===== config.mk =====
export PLATFORM = sky130hd
export DESIGN_NAME = ifu
export DESIGN_NICKNAME = d
export VERILOG_FILES = /design/src/rtl/ifu_pkg.sv /design/src/rtl/ifu_sat_ctr.sv /design/src/rtl/ifu.sv
export SDC_FILE = /design/constraint.sdc
export NUM_CORES = 1
export LEC_CHECK = 0
export BUFFER_PORTS_ARGS = -buffer_cell sky130_fd_sc_hd__buf_2
export CAP_MARGIN = 20
export CORE_AREA = 2 2 139 100
export DETAILED_ROUTE_END_ITERATION = 6
export DIE_AREA = 0 0 141 102
export PLACE_DENSITY = 0.83
export SKIP_CTS_REPAIR_TIMING = 1
export SYNTH_ARGS = -nofsm -noshare
export SYNTH_HDL_FRONTEND = slang
export SYNTH_SLANG_ARGS = --single-unit

===== constraint.sdc =====
create_clock -name clk_i -period 2.7 [get_ports clk_i]
set_input_delay 0.54 -clock clk_i [delete_from_list [all_inputs] [get_ports clk_i]]
set_output_delay 0.54 -clock clk_i [all_outputs]
set_load 0.02 [all_outputs]

===== src/rtl/ifu_pkg.sv =====
// Shared types and constants for the instruction fetch unit.
package ifu_pkg;

  typedef enum logic [1:0] {
    IFU_IDLE,
    IFU_FETCH,
    IFU_HOLD,
    IFU_HALT
  } ifu_state_e;

  localparam logic [31:0] IFU_RESET_PC = 32'h0000_3000;

endpackage


===== src/rtl/ifu_sat_ctr.sv =====
// Saturating up-counter: holds at all-ones instead of wrapping.
module ifu_sat_ctr #(
  parameter int unsigned Width = 32
) (
  input  logic             clk_i,
  input  logic             rst_i,
  input  logic             inc_i,
  output logic [Width-1:0] cnt_o
);

  logic [Width-1:0] cnt_q, cnt_d;

  always_comb begin
    cnt_d = cnt_q;
    if (inc_i && (cnt_q != {Width{1'b1}})) begin
      cnt_d = cnt_q + {{(Width-1){1'b0}}, 1'b1};
    end
  end

  always_ff @(posedge clk_i) begin
    if (rst_i) begin
      cnt_q <= '0;
    end else begin
      cnt_q <= cnt_d;
    end
  end

  assign cnt_o = cnt_q;

endmodule


===== src/rtl/ifu.sv =====
// Instruction fetch unit: owns the PC, fetches over req/ack, presents to decode over valid/ready.
// Optional misaligned-npc trap is enabled by defining IFU_ALIGN_CHECK_EN.
module ifu
  import ifu_pkg::*;
#(
  parameter logic [31:0] RESET_PC = IFU_RESET_PC,
  parameter int unsigned CNT_W    = 32
) (
  input  logic             clk_i,
  input  logic             rst_i,
  input  logic [31:0]      npc_i,
  input  logic             halt_i,
  output logic [31:0]      pc_o,
  output logic             imem_req_o,
  output logic [31:0]      imem_addr_o,
  input  logic             imem_ack_i,
  input  logic [31:0]      imem_rdata_i,
  output logic             inst_valid_o,
  output logic [31:0]      inst_o,
  output logic [31:0]      inst_pc_o,
  input  logic             inst_ready_i,
  output logic             halted_o,
  output logic [CNT_W-1:0] instr_cnt_o,
  output logic [CNT_W-1:0] stall_cnt_o
`ifdef IFU_ALIGN_CHECK_EN
  ,
  output logic             misalign_o
`endif
);

  ifu_state_e  state_q, state_d;
  logic [31:0] pc_q, pc_d;
  logic [31:0] inst_q, inst_d;
  logic        commit;
  logic        stall;
  logic        npc_bad;
  logic        locked;

`ifdef IFU_ALIGN_CHECK_EN
  logic mis_q, mis_d;

  assign npc_bad = (npc_i[1:0] != 2'b00);
  assign locked  = mis_q;
  assign mis_d   = mis_q | (commit & npc_bad);

  always_ff @(posedge clk_i) begin
    if (rst_i) begin
      mis_q <= 1'b0;
    end else begin
      mis_q <= mis_d;
    end
  end

  assign misalign_o = mis_q;
`else
  assign npc_bad = 1'b0;
  assign locked  = 1'b0;
`endif

  always_comb begin
    state_d = state_q;
    pc_d    = pc_q;
    inst_d  = inst_q;
    commit  = 1'b0;
    stall   = 1'b0;
    unique case (state_q)
      IFU_IDLE: begin
        state_d = halt_i ? IFU_HALT : IFU_FETCH;
      end
      IFU_FETCH: begin
        // An issued request stays up until ack; halt is deliberately ignored here.
        if (imem_ack_i) begin
          inst_d  = imem_rdata_i;
          state_d = IFU_HOLD;
        end else begin
          stall = 1'b1;
        end
      end
      IFU_HOLD: begin
        if (inst_ready_i) begin
          commit = 1'b1;
          if (!npc_bad) begin
            pc_d = npc_i;
          end
          state_d = (halt_i || npc_bad) ? IFU_HALT : IFU_FETCH;
        end
      end
      IFU_HALT: begin
        if (!halt_i && !locked) begin
          state_d = IFU_FETCH;
        end
      end
      default: state_d = IFU_IDLE;
    endcase
  end

  always_ff @(posedge clk_i) begin
    if (rst_i) begin
      state_q <= IFU_IDLE;
      pc_q    <= RESET_PC;
      inst_q  <= '0;
    end else begin
      state_q <= state_d;
      pc_q    <= pc_d;
      inst_q  <= inst_d;
    end
  end

  ifu_sat_ctr #(
    .Width (CNT_W)
  ) u_instr_ctr (
    .clk_i (clk_i),
    .rst_i (rst_i),
    .inc_i (commit),
    .cnt_o (instr_cnt_o)
  );

  ifu_sat_ctr #(
    .Width (CNT_W)
  ) u_stall_ctr (
    .clk_i (clk_i),
    .rst_i (rst_i),
    .inc_i (stall),
    .cnt_o (stall_cnt_o)
  );

  // Every output is a register or a pure decode of state.
  assign pc_o         = pc_q;
  assign imem_addr_o  = pc_q;
  assign inst_pc_o    = pc_q;
  assign inst_o       = inst_q;
  assign imem_req_o   = (state_q == IFU_FETCH);
  assign inst_valid_o = (state_q == IFU_HOLD);
  assign halted_o     = (state_q == IFU_HALT);

endmodule


==> impl_results.md <==
* Flop pwr share at 0.431
* Ys async rst share at 0
* Synth Net Count at 837
* Layout cells sized above 1 at 0.336
* Multi-input logic area at 2880 um2
* Largest family of logic cells by synthesized area: simple AND/OR/NAND/NOR gates
* Nets at 1031
* Max_slew headroom at 0.436
* Post-synthesis sequential area ratio at 0.423
* Via count at 6229
* Period utilisation layout at 0.856
* Synth Area in Simple Gates at 0.288
* Clock skew at 0.0143 ns
* Final count of hold timing violations at 0
* Buffers on Ports at 263
* H-tree levels at 4
* Crit path time final at 2.31 ns
* Max Slew Vio Count at 0
* Seq. cell area at 2600 um2
* DRT Pass-1 Iters at 5
* Fillers at 1184
* Clk pwr share at 0.486
* Clock Pin Slew Worst Setup and Hold Paths at 0.06 ns
* Synth Cell Area at 6150 um2
* Area share of the largest cell type after synthesis at 0.423
* Post-synthesis cell count at 766
* Final setup violating endpoints at 0
* Clk root buf: clkbuf_16
* Number of synthesized flops with an enable pin at 0
* Layout area overhead at 26.0%
* Max Root-Sink Buffers at 2
* P_sw at 0.00115 W
* Most used DFF post-synth: dfxtp_1
* Final worst setup slack at 0.389 ns
* Yosys reg bits at 130
* Die extent in x at 141 um
* Pre-CTS setup slack at 0.311 ns
* Hold Path Stages at 3
* Gr ovfl total at 0
* Post-synthesis mux area share at 0.0145
* RSZ-0062 raised after global routing: no
* Starting Density at 0.473
* Max FO, Critical Path at 13
* Number of global-route vias before repair at 5365
* Number of max-cap violations at 0
* Std-Cell Rows at 35
* Worst-Margin Slew at 0.845 ns
* Synth warn at 0
* Ant. Diodes at 0
* Worst r2r path cells at 6
* Critical Path RT at 2.97 ns
* Largest net degree at the start of global routing at 68
* Post-synthesis adder-cell area fraction at 0.00407
* DRT antenna net count at 0
* Combinational fraction of design power at 0.084
* CP endpoint kind: flip-flop
* CP Launch Type: flip-flop
* Synth Area in Compound Gates at 0.153
* Post-DP HPWL at 12100 um
* Status: finished clean
* DR WL/cell at 15.2 um
* VDD IR max at 0.426 mV
* Library cells used by synthesis at 47
* Setup_tns at 0 ns
* CP Data Arrival Time at 2.58 ns
* Fmax at 433 MHz
* Most common cell after layout, fill and taps aside: buf_2
* Xor-xnor portion of the synthesized cell area at 0.00712
* Syn avg cell area at 8.02 um2
* Vias per cell at 5.47
* TritonCTS clock tree: built
* Pwr per Cell Area at 599 nW/um2
* CP Class: flip-flop to flip-flop
* Core ar. at 13000 um2
* Clk_lat worst skew at 0.41 ns
* GRT Resource Usage Total at 0.228
* Initial antenna violation count at 0
* Largest cells by area after synthesis: dfxtp_1 (42%), nand2_1 (9.5%), a21oi_1 (9.2%), buf_4 (7.9%), or3_1 (3.1%)
* Power Internal at 0.00349 W
* Die ar. at 14400 um2
* Sw Ratio at 0.248
* DRC Markers at 0
* Global-route wire length before repair at 26700 um
* Most frequent cells in the layout: buf_2 (262), nand2_1 (155), dfxtp_1 (130), a21oi_1 (113), or3_1 (30)
* Total wire length at 17300 um
* Gpl congestion at 0.927
* Initial DRC count at 360
* I/O Pins at 264
* Worst Hold Class: input port to flip-flop
* Die H at 102 um
* Leak Pwr at 3.39 nW
* Yosys top cell by area: dfxtp_1
* Num CTS Buffers at 17
* Clk sink count at 130
==> routing by layer <==
layer	part of all wire	GRT usage	wire (um)
met1	0.45	0.314	7820
met2	0.46	0.362	8020
met3	0.074	0.0530	1290
met4	0.012	0.0692	201
met5	0	0	0
==> sequential cells by signal, indices dropped and copies added (netlist names) <==
register / count
imem_addr_o: 32
inst_o: 32
u_instr_ctr.cnt_o: 32
u_stall_ctr.cnt_o: 32
state_q: 2
==> critical path, cell delays in order (launching register included) <==
cell	delay, ns
dfxtp_1	0.45
and4_1	0.29
nand4_1	0.17
o311ai_2	0.77
buf_4	0.29
xor2_1	0.15
nor2_1	0.05
==> final timing paths <==
check | from | end | slack, ns
setup reg to reg | u_stall_ctr.cnt_o[26] | u_stall_ctr.cnt_o[11] | 0.39
hold / removal | npc_i[12] | imem_addr_o[12] | 0.36
hold reg to reg | inst_o[15] | inst_o[15] | 0.45
setup / recovery | u_stall_ctr.cnt_o[26] | u_stall_ctr.cnt_o[11] | 0.39
==> power groups by stage <==
stage               Sequential (W)  Combinational [W]  Clock (W)
floorplan                  0.00209           0.000219          0
global placement           0.00204           0.000389          0
detailed placement         0.00204           0.000392          0
CTS                        0.00200           0.000393    0.00229
global route               0.00200           0.000425    0.00239
finish                     0.00200           0.000388    0.00225
==> final cells by class <==
| class | instances | share of cell area |
|---|---|---|
| clock buffers | 21 | 0.0582 |
| clock inverters | 11 | 0.0168 |
| inverters | 8 | 0.00388 |
| multi-input cells | 525 | 0.372 |
| flip-flops and latches | 130 | 0.336 |
| well taps | 166 | 0.0268 |
| repair buffers | 278 | 0.186 |
==> per-stage QoR <==
stage | area (um2) | power (W) | utilization | hold WS (ns) | cells
floorplan | 6150 | 0.00231 | - | 0.519 | 766
global placement | 7160 | 0.00243 | 0.551 | 0.438 | 1107
detailed placement | 7160 | 0.00243 | 0.551 | 0.443 | 1107
CTS | 7740 | 0.00469 | 0.595 | 0.343 | 1139
global route | 7740 | 0.00482 | 0.595 | 0.353 | 1139
finish | 7740 | 0.00464 | 0.595 | 0.359 | 1139
==> cell families (layout without fill, tap and decap cells) <==
kind of cell	after synthesis	in the layout
XOR/XNOR	5	5
AND/OR/NAND/NOR	337	337
AO/OA/AOI/OAI	173	173
flip-flops	130	130
adder cells (fa/ha/maj)	2	2
buffers and inverters	111	318
multiplexers	8	8
==> synthesized netlist by cell type (2+ instances only) <==
cell,number
a211oi_1,4
a21oi_1,113
a31oi_1,3
and2_1,5
and3_1,7
and4_1,9
buf_1,3
buf_2,4
buf_4,65
clkbuf_1,30
dfxtp_1,130
ha_1,2
inv_1,8
mux2_2,7
nand2_1,155
nand2b_1,3
nand3_1,26
nand3b_1,5
nand4_1,22
nor2_1,24
nor2b_1,8
nor3_1,5
nor3_2,3
nor4_1,3
nor4_2,2
o21ai_0,29
o31ai_1,20
or2_2,2
or3_1,30
or4_1,19
xnor2_1,2
xor2_1,3
Note: power is estimated with default switching activity, not from simulation.
